<file path="config.mk">
export PLATFORM = sky130hd
export DESIGN_NAME = logic_result_buffer
export DESIGN_NICKNAME = d
export VERILOG_FILES = /design/src/rtl/logic_result_buffer.sv
export SDC_FILE = /design/constraint.sdc
export NUM_CORES = 1
export LEC_CHECK = 0
export BUFFER_PORTS_ARGS = -buffer_cell sky130_fd_sc_hd__buf_2
export CAP_MARGIN = 10
export CORE_ASPECT_RATIO = 0.8
export CORE_MARGIN = 2
export CORE_UTILIZATION = 60
export CTS_CLUSTER_SIZE = 30
export DETAILED_ROUTE_END_ITERATION = 12
export GPL_TIMING_DRIVEN = 0
export PLACE_DENSITY = 0.8
export RECOVER_POWER = 50
export SLEW_MARGIN = 20
export SYNTH_ARGS = -nofsm -noshare
export SYNTH_HDL_FRONTEND = slang
export SYNTH_SLANG_ARGS = --single-unit
</file>
<file path="constraint.sdc">
create_clock -name clk -period 4.3 [get_ports clk]
set_input_delay 0.86 -clock clk [delete_from_list [all_inputs] [get_ports clk]]
set_output_delay 0.86 -clock clk [all_outputs]
set_load 0.005 [all_outputs]
</file>
<file path="src/rtl/logic_result_buffer.sv">
// logic_result_buffer
//   Captures 4-bit results from the reversible-gate logic operators together
//   with their opcode tag. Zero and parity flags are computed at capture time.
//   Entries sit in a small first-word-fall-through FIFO that feeds the
//   writeback stage over a valid/ready handshake.
//
// Ports
//   clk, rst         clock; asynchronous active-high reset
//   clear            synchronous flush (empties FIFO, keeps pop_cnt)
//   in_valid/ready   upstream handshake; in_op, in_res are the payload
//   out_valid/ready  downstream handshake
//   out_op, out_res, out_zero, out_parity   head entry (zero when empty)
//   count            occupancy 0..DEPTH
//   pop_cnt          delivered-entry counter, 8-bit wrap
module logic_result_buffer #(
  parameter int WIDTH = 4,
  parameter int OPW   = 2,
  parameter int DEPTH = 4
) (
  input  logic                     clk,
  input  logic                     rst,
  input  logic                     clear,
  input  logic                     in_valid,
  output logic                     in_ready,
  input  logic [OPW-1:0]           in_op,
  input  logic [WIDTH-1:0]         in_res,
  output logic                     out_valid,
  input  logic                     out_ready,
  output logic [OPW-1:0]           out_op,
  output logic [WIDTH-1:0]         out_res,
  output logic                     out_zero,
  output logic                     out_parity,
  output logic [$clog2(DEPTH):0]   count,
  output logic [7:0]               pop_cnt
);

  localparam int AW = $clog2(DEPTH);
  localparam int CW = AW + 1;
  localparam logic [CW-1:0] FULL = CW'(DEPTH);

  typedef struct packed {
    logic [OPW-1:0]   op;
    logic [WIDTH-1:0] res;
    logic             zero;
    logic             parity;
  } entry_t;

  entry_t          mem [DEPTH];
  logic [AW-1:0]   wr_ptr, rd_ptr;
  logic            push, pop;
  entry_t          head;

  // Readiness comes from the registered count only, so a pop while full
  // does not open a slot in the same cycle.
  assign in_ready  = (count != FULL);
  assign out_valid = (count != '0);
  assign push      = in_valid & in_ready;
  assign pop       = out_valid & out_ready;

  assign head       = mem[rd_ptr];
  assign out_op     = out_valid ? head.op     : '0;
  assign out_res    = out_valid ? head.res    : '0;
  assign out_zero   = out_valid ? head.zero   : 1'b0;
  assign out_parity = out_valid ? head.parity : 1'b0;

  // Storage has no reset; its contents only matter once count says so.
  always_ff @(posedge clk) begin
    if (push && !clear) begin
      mem[wr_ptr] <= '{op: in_op, res: in_res, zero: ~|in_res, parity: ^in_res};
    end
  end

  always_ff @(posedge clk or posedge rst) begin
    if (rst) begin
      wr_ptr  <= '0;
      rd_ptr  <= '0;
      count   <= '0;
      pop_cnt <= '0;
    end else if (clear) begin
      wr_ptr <= '0;
      rd_ptr <= '0;
      count  <= '0;
    end else begin
      if (push) wr_ptr <= wr_ptr + AW'(1);
      if (pop) begin
        rd_ptr  <= rd_ptr + AW'(1);
        pop_cnt <= pop_cnt + 8'd1;
      end
      case ({push, pop})
        2'b10:   count <= count + CW'(1);
        2'b01:   count <= count - CW'(1);
        default: count <= count;
      endcase
    end
  end

endmodule

</file>
# After elaboration in Yosys (flattened, before gate mapping)
# Memory sizes are Yosys's and may differ from the RTL's.
# Cells that the tools add are included.
[word_totals]
regBits = 15
ram_bits = 32
input_bits = 11
out_inout_bits = 21
word_cells = 38
mem_count = 1
[mem_list]
columns = ["memory", "depth", "word_bits", "rd", "rd_ports_with_merged_regs", "write_ports", "line_no", "source"]
rows = [
  ["mem", 4, 8, 1, 0, 1, "48", "entry_t mem [DEPTH];"],
]
[op_classes]
addsub = 5
eq_ne = 3
muxes = 12
bitwise = 3
n_reduce_logical = 10
[ops]
columns = ["op", "n"]
rows = [
  ["2-bit two-way mux", 5],
  ["8-bit by 1-bit adder with 8-bit output, second input constant", 1],
  ["3-bit case mux with 2 select lines", 1],
  ["3-bit nonzero test", 2],
  ["2-bit by 1-bit adder with 2-bit output, second input constant", 2],
  ["1-bit two-way mux", 4],
  ["4-bit two-way mux", 1],
  ["2-bit nonzero test", 2],
  ["4-bit OR reduction", 1],
  ["4-bit parity", 1],
  ["3-bit by 1-bit adder with 3-bit output, second input constant", 1],
  ["3-bit two-way mux", 1],
  ["3-bit inequality test, second input constant", 1],
  ["3-bit by 1-bit subtractor with 3-bit output, second input constant", 1],
  ["1-bit bitwise AND", 2],
  ["2-bit by 1-bit == test with 1-bit output, second input constant", 1],
  ["2-bit == test, second input constant", 1],
  ["1-bit zero test", 2],
  ["2-bit AND reduction", 1],
  ["1-bit logical AND", 1],
  ["1-bit NOT", 1],
]

# Depth between registers and ports, before layout
# Gate-level depths: netlist of run 1.
[logic_depth]
ltp_word = 5
mapped_depth = 7
ltp_nobuf = 6

# Worst setup path before layout of run 1
# No wires, ideal clock.
[synth_path]
path_type = "input -> register"
from = "input in_valid"
to = "register count[2]"
setup_time_ns = 0.082
t_arrival_ns = 2.270
required_time_ns = 4.218
slack_ns = 1.948
stages = 6
path_buffers = 1
cell_sequence = "buf_2 o21a_1 nor2_1 fa_1 or4_1 a31oi_1"
[synth_between]
elab_chain_len = 4
elab_cells_between_ends = 6
classes_between = "2 x eq/ne; 2 x mux; 1 x bitwise; 1 x reduce/logical"
[synth_lines]
columns = ["item", "line_no", "source"]
rows = [
  ["start, declared", "23", "input logic in_valid,"],
  ["1-bit bitwise AND (*)", "57", "assign push = in_valid & in_ready;"],
  ["2-bit by 1-bit == test with 1-bit output or 2-bit == test (tied branches)", "89", "case ({push, pop})"],
  ["3-bit case mux with 2 select lines", "89", ""],
  ["3-bit two-way mux", "79", "end else if (clear) begin"],
  ["end signal, assigned", "90", "2'b10: count <= count + CW'(1);"],
  ["end signal, assigned", "91", "2'b01: count <= count - CW'(1);"],
  ["end signal, assigned", "92", "default: count <= count;"],
  ["end, declared", "33", "output logic [$clog2(DEPTH):0] count,"],
]
# Mark *: on every way between the ends. The rest lies on a longest branch, timed or not.
# A chain may end at the register's enable or synchronous reset.

# Worst setup path in the final report of run 1
[layout_path]
from = "register count[2]"
to = "register count[2]"
[layout_between]
elab_chain_len = 5
elab_cells_between_ends = 11
classes_between = "2 x add/sub; 3 x eq/ne; 2 x mux; 2 x bitwise; 2 x reduce/logical"
[layout_lines]
columns = ["item", "line_no"]
rows = [
  ["3-bit inequality test or 3-bit nonzero test (tied branches)", "55, 56"],
  ["1-bit bitwise AND (on tied branches)", "57, 58"],
  ["2-bit by 1-bit == test with 1-bit output or 2-bit == test (tied branches)", "89"],
  ["3-bit case mux with 2 select lines", "89"],
  ["3-bit two-way mux", "79"],
]
# Several ways; a longest one is shown, not always the timed one.

==> results.toml, run 1 <==
[route]
drt-total-wl_um = 3930
ant_nets = 0
vias = 1354
routed_via_density = 5.71
drt-initial-drc-count = 128
dr.pass1.iters = 4
wl_per_cell_um = 16.6
drc = 0

[clocking]
cts_hold_buf = 0
cts_resized = 0
root_buffer = "clkbuf_8"
clock_path_buffers = 2
clk_latency_ps = 290
cts_buffers = 5
post_cts_buffers = 0
numClockSinks = 47
clk_pin_slew_ps = 90
htree_levels = 2
cts_tree = "built"

[floorplanning]
std_cell_rows = 19
core_um2 = 3490
die_w_um = 72.1
die_area_um2 = 4210
pin_count = 32
die_y_um = 58.5
initial_utilization_pct = 63.7

[setup_path]
slowest_delay_ps = 1090
reg2reg_slack_ps = 1200
path_depth = 6
crit_end = "count[2]"
slowest_stage = "o31ai_1"
critPathLaunchType = "flip-flop"
rr_worst_depth = 6
cp_num_buf_inv = 1
crit_chain = "clkbuf_1 -> o31ai_1 -> nor2_1 -> fa_1 -> or4_1 -> a31oi_1"
worst-path-max-fanout = 10
r2r-end = "count[2]"
crit_required_ps = 4520
critical_path.top_delay_family = "compound AO/OA/AOI/OAI gates"
worst-setup-path-type = "reg2reg"
arrival_ps = 3320
reg2reg_from = "count[2]"
end_kind = "flip-flop"
crit_start = "count[2]"

[synthesis]
syn_area_um2 = 2220
synth_cell_types = 39
synth.top_cells.by_area = "edfxtp_1, dfrtp_1, mux4_2"
synth_area_leader_cell = "edfxtp_1"
ys_warn_count = 0
synth_top_area_share_pct = 43.2
synth_seq_cells = 47
seq_area_frac_synth_pct = 60.1
async_flop_share_pct = 31.9
synth_edf_count = 32
ys_top_cells_by_count = "edfxtp_1, dfrtp_1, inv_1, xor2_1, mux4_2"
synth_top_flop_cell = "edfxtp_1"
synth.most_common_cell = "edfxtp_1"
netlist_instances = 156
avgSynthCellArea_um2 = 14.3
synth_nets = 175

[timing]
rsz0062_at_grt = "false"
layout_min_cycle_time_ps = 3100
finalClockSkew_ps = 7.50
finalHoldViolations = 0
drv_slew = 0
worst-slew-pin-transition_ps = 1280
fin_setup_tns_ps = 0
min_period_over_period_pct = 72.2
setup_viol = 0
setup_ws_ps = 1200
slew_headroom_pct = 14.0
fmax_mhz = 322

[grt]
grt_pass1_vias = 1311
track_usage_pct = 20.7
grt_pass1_wl_um = 6360
grt_max_degree = 16
antenna_found_initial = 0
grt-ovfl-total = 0

[outcome]
status = "complete, no violations"

[pwr]
swShare_pct = 27.7
power_switching_uw = 302
power_frac_seq_pct = 50.6
clockPowerShare_pct = 26.3
leakagePower_uw = 0.00105
total_power_uw = 1090
powerDensity_nw_per_um2 = 436
p_comb_share_pct = 23.0
ir_worst_vdd_mv = 0.258
intPower_uw = 790

[cells_and_area]
antenna_cells = 0
final_nets = 213
fillCellCount = 238
drive_gt1_share_pct = 25.6
area_growth_syn_to_layout_pct = 12.7
multi_input_area_um2 = 766
regArea_um2 = 1340

[placement]
pre_cts_ws_ps = 1670
portBuffers = 31
hpwl_um = 2690
gp_congestion = 0.773

[worst_hold_path]
worstHoldPathType = "reg2reg"
holdPathStages = 1

[job]
drv_cap = 0
## through the flow
step / utilization [%] / hold WS, ps / cells / area [um^2]
after floorplan: - / 465 / 156 / 2220
after detailed placement: 69.6 / 459 / 229 / 2430
after CTS: 72.5 / 471 / 237 / 2530
after global routing: 71.7 / 485 / 237 / 2510
after global placement: 69.6 / 451 / 229 / 2430
final: 71.7 / 473 / 237 / 2510
## placed cells by master (no fill, tap or decap), drive strengths merged, types with 2 or more instances in the layout
| cell | count |
|---|---|
| edfxtp | 32 |
| buf | 31 |
| dfrtp | 15 |
| clkbuf | 15 |
| inv | 14 |
| xor2 | 11 |
| mux4 | 8 |
| nand3 | 7 |
| nor3 | 7 |
| ha | 7 |
| and2b | 6 |
| nor2 | 6 |
| and2 | 5 |
| nand2b | 3 |
| a21oi | 3 |
| o21ai | 2 |
| o21a | 2 |
| nor2b | 2 |
| nand2 | 2 |
| mux2 | 2 |
## layout make-up
cell class              instances  area share (%)
repair buffers                 31            5.89
inverters                      13            1.95
multi-input cells              88            30.6
flip-flops and latches         47            53.3
clock buffers                   7            3.84
plain buffers                   8            2.10
clock inverters                 1           0.250
well taps                      42            2.10
## sequential cells by signal, summed over array words and instances (netlist names)
register and flops:
mem 32, pop_cnt 8, count 3, rd_ptr 2, wr_ptr 2
## power groups by stage
| stage | sequential, uW | combinational [uW] | clock, uW |
|---|---|---|---|
| 3_3_place_gp | 560 | 246 | 0 |
| 6_report | 553 | 252 | 288 |
| 3_5_place_dp | 564 | 255 | 0 |
| 4_1_cts | 554 | 261 | 290 |
| 2_1_floorplan | 561 | 167 | 0 |
| 5_1_grt | 558 | 283 | 310 |
## worst min path at each step
| stage | start | endpoint | slack (ps) |
|---|---|---|---|
| after detailed placement | pop_cnt[7] | pop_cnt[7] | 460 |
| after CTS | pop_cnt[7] | pop_cnt[7] | 470 |
| final | pop_cnt[7] | pop_cnt[7] | 470 |
| after floorplan | pop_cnt[7] | pop_cnt[7] | 460 |
| after global routing | pop_cnt[7] | pop_cnt[7] | 490 |
| after global placement | pop_cnt[7] | pop_cnt[7] | 450 |
## per-layer routing
metal	global-route usage [%]	up-vias	share of wire (%)
met5	0	-	0
met4	6.74	0	1.0
met3	4.11	7	5.7
met2	35.6	40	51
met1	26.8	667	43
li1	-	640	-
## kinds of logic (layout without fill, tap and decap cells)
logic type | count (synthesis) | after routing | synth area share (%)
compound gates | 16 | 16 | 5.62
flops | 47 | 47 | 60.1
buf+inv | 21 | 60 | 4.89
simple gates | 43 | 43 | 11.1
mux | 10 | 10 | 9.11
xor+xnor | 11 | 11 | 4.33
fa+ha+maj | 8 | 8 | 4.84
## worst register-to-register path, cell delays in order (launching register included)
cell	delay, ps
dfrtp_1	380
clkbuf_1	210
o31ai_1	1090
nor2_1	180
fa_1	460
or4_1	530
a31oi_1	170
Note: power is estimated with default switching activity, not from simulation.
==> inputs of run 2 (changes only) <==
CORE_UTILIZATION = 56   (was 60)
PLACE_DENSITY = 0.75   (was 0.8)
clock period = 3.2 ns   (was 4.3 ns; I/O delays follow)
==> run 2 against run 1 <==
Compared with the run above:
- non-clock buffer count did not move
- utilization fell by 4.6 points
- global-route usage fell by 1.2 points
- cell count rose by 5.5%
- sequential cell count did not move
- power rose by 41%
- first-iteration DRC count fell by 48%
- hold slack got worse by 75 ps
- cell area rose by 1.9%
- sequential power rose by 34%
- clock skew fell by 2.5 ps
- largest power group unchanged
- setup slack got worse by 850 ps
==> results.toml, run 2 (synthesized netlist as in run 1, its figures left out) <==
[timing]
setup_ws_ps = 345
min_period_over_period_pct = 89.2
drv_slew = 0
slew_headroom_pct = 30.7
fmax_mhz = 350
setup_viol = 0
finalHoldViolations = 0
fin_setup_tns_ps = 0
finalClockSkew_ps = 5.01
worst-slew-pin-transition_ps = 1030
rsz0062_at_grt = "false"
layout_min_cycle_time_ps = 2850

[route]
dr.pass1.iters = 4
vias = 1340
drc = 0
met1_length_um = 1800
wl_per_cell_um = 15.8
met2_length_um = 1930
top_layer = "met4"
ant_nets = 0
drt-total-wl_um = 3960
wl_met3_um = 181
drt-initial-drc-count = 66
routed_via_density = 5.36

[clocking]
htree_levels = 2
cts_resized = 0
clk_pin_slew_ps = 90
cts_hold_buf = 0
root_buffer = "clkbuf_8"
post_cts_buffers = 0
clk_latency_ps = 300
clock_path_buffers = 2
cts_tree = "built"
numClockSinks = 47
cts_buffers = 5

[cells_and_area]
fin_util_pct = 67.1
top_regs = "mem (32), pop_cnt (8), count (3)"
drive_gt1_share_pct = 25.6
area_growth_syn_to_layout_pct = 14.8
fillCellCount = 297
top_register = "mem"
final_nets = 213
antenna_cells = 0
largest_reg_flops = 32
final_common_cell = "edfxtp_1"
final_cell_mix = "edfxtp_1, buf_2, dfrtp_1"

[floorplanning]
pin_count = 32
die_area_um2 = 4500
die_w_um = 74.5
initial_utilization_pct = 58.5
die_y_um = 60.4
std_cell_rows = 20
core_um2 = 3800

[setup_path]
arrival_ps = 2210
crit_chain = "clkbuf_1 -> nor3_1 -> and2b_1 -> buf_2"
crit_required_ps = 2560
critical_path.top_delay_family = "simple AND/OR/NAND/NOR gates"
cp_num_buf_inv = 2
end_kind = "output port"
critPathLaunchType = "flip-flop"
worst-setup-path-type = "reg2out"
slowest_stage = "nor3_1"
slowest_delay_ps = 850
worst-path-max-fanout = 10

[pwr]
intPower_uw = 1120
clockPowerShare_pct = 29.9
leakagePower_uw = 0.00106
power_switching_uw = 417
ir_worst_vdd_mv = 0.329
powerDensity_nw_per_um2 = 602
power_frac_seq_pct = 48.3
swShare_pct = 27.1
p_comb_share_pct = 21.9

[placement]
portBuffers = 31
pre_cts_ws_ps = 660
gp_congestion = 0.830
hpwl_um = 2780

[grt]
track_usage_pct = 19.5
antenna_found_initial = 0
grt_max_degree = 16
grt_pass1_vias = 1362
grt_pass1_wl_um = 6400
grt-ovfl-total = 0

[outcome]
status = "complete, no violations"

[job]
drv_cap = 0

[worst_hold_path]
worstHoldPathType = "in2async"
-- run 2: through the flow --
stage          total power [uW]  hold WS (ps)  instance area (um^2)  instances
6_report                   1540           398                  2550        250
3_3_place_gp               1090           452                  2450        242
2_1_floorplan               978           465                  2220        156
5_1_grt                    1620           450                  2550        250
3_5_place_dp               1100           483                  2450        242
4_1_cts                    1560           415                  2570        250
-- run 2: per-layer routing --
layer	track usage (%)	vias up
li1	-	637
met2	33.0	35
met3	5.32	9
met1	25.2	659
met5	0	-
met4	5.61	0
-- run 2: power groups by stage --
| stage | clock (uW) | sequential (uW) | combinational (uW) |
|---|---|---|---|
| final | 459 | 743 | 336 |
| after global routing | 490 | 749 | 377 |
| after CTS | 467 | 744 | 346 |
| after detailed placement | 0 | 757 | 345 |
| after global placement | 0 | 752 | 333 |
| after floorplan | 0 | 753 | 224 |
-- run 2: final cells by class --
class | count | area [um^2] | share of cell area (%)
inverter | 13 | 48.8 | 1.91
buffer | 8 | 52.6 | 2.06
tap | 55 | 68.8 | 2.69
timing repair buffer | 31 | 146 | 5.73
sequential | 47 | 1340 | 52.3
clock inverter | 2 | 38.8 | 1.52
multi-input combinational | 88 | 779 | 30.5
clock buffer | 6 | 82.6 | 3.23
-- run 2: final timing paths --
path	startpoint	to	slack, ps	cells past startpoint
min in group clk	pop_cnt[3]	pop_cnt[3]	500	1
min	rst	pop_cnt[4]	400	2
min reg2reg	pop_cnt[3]	pop_cnt[3]	500	1
max in group asynchronous	rst	pop_cnt[5]	2410	2
max	count[1]	out_res[0]	350	4
max reg2reg	count[1]	count[2]	650	6
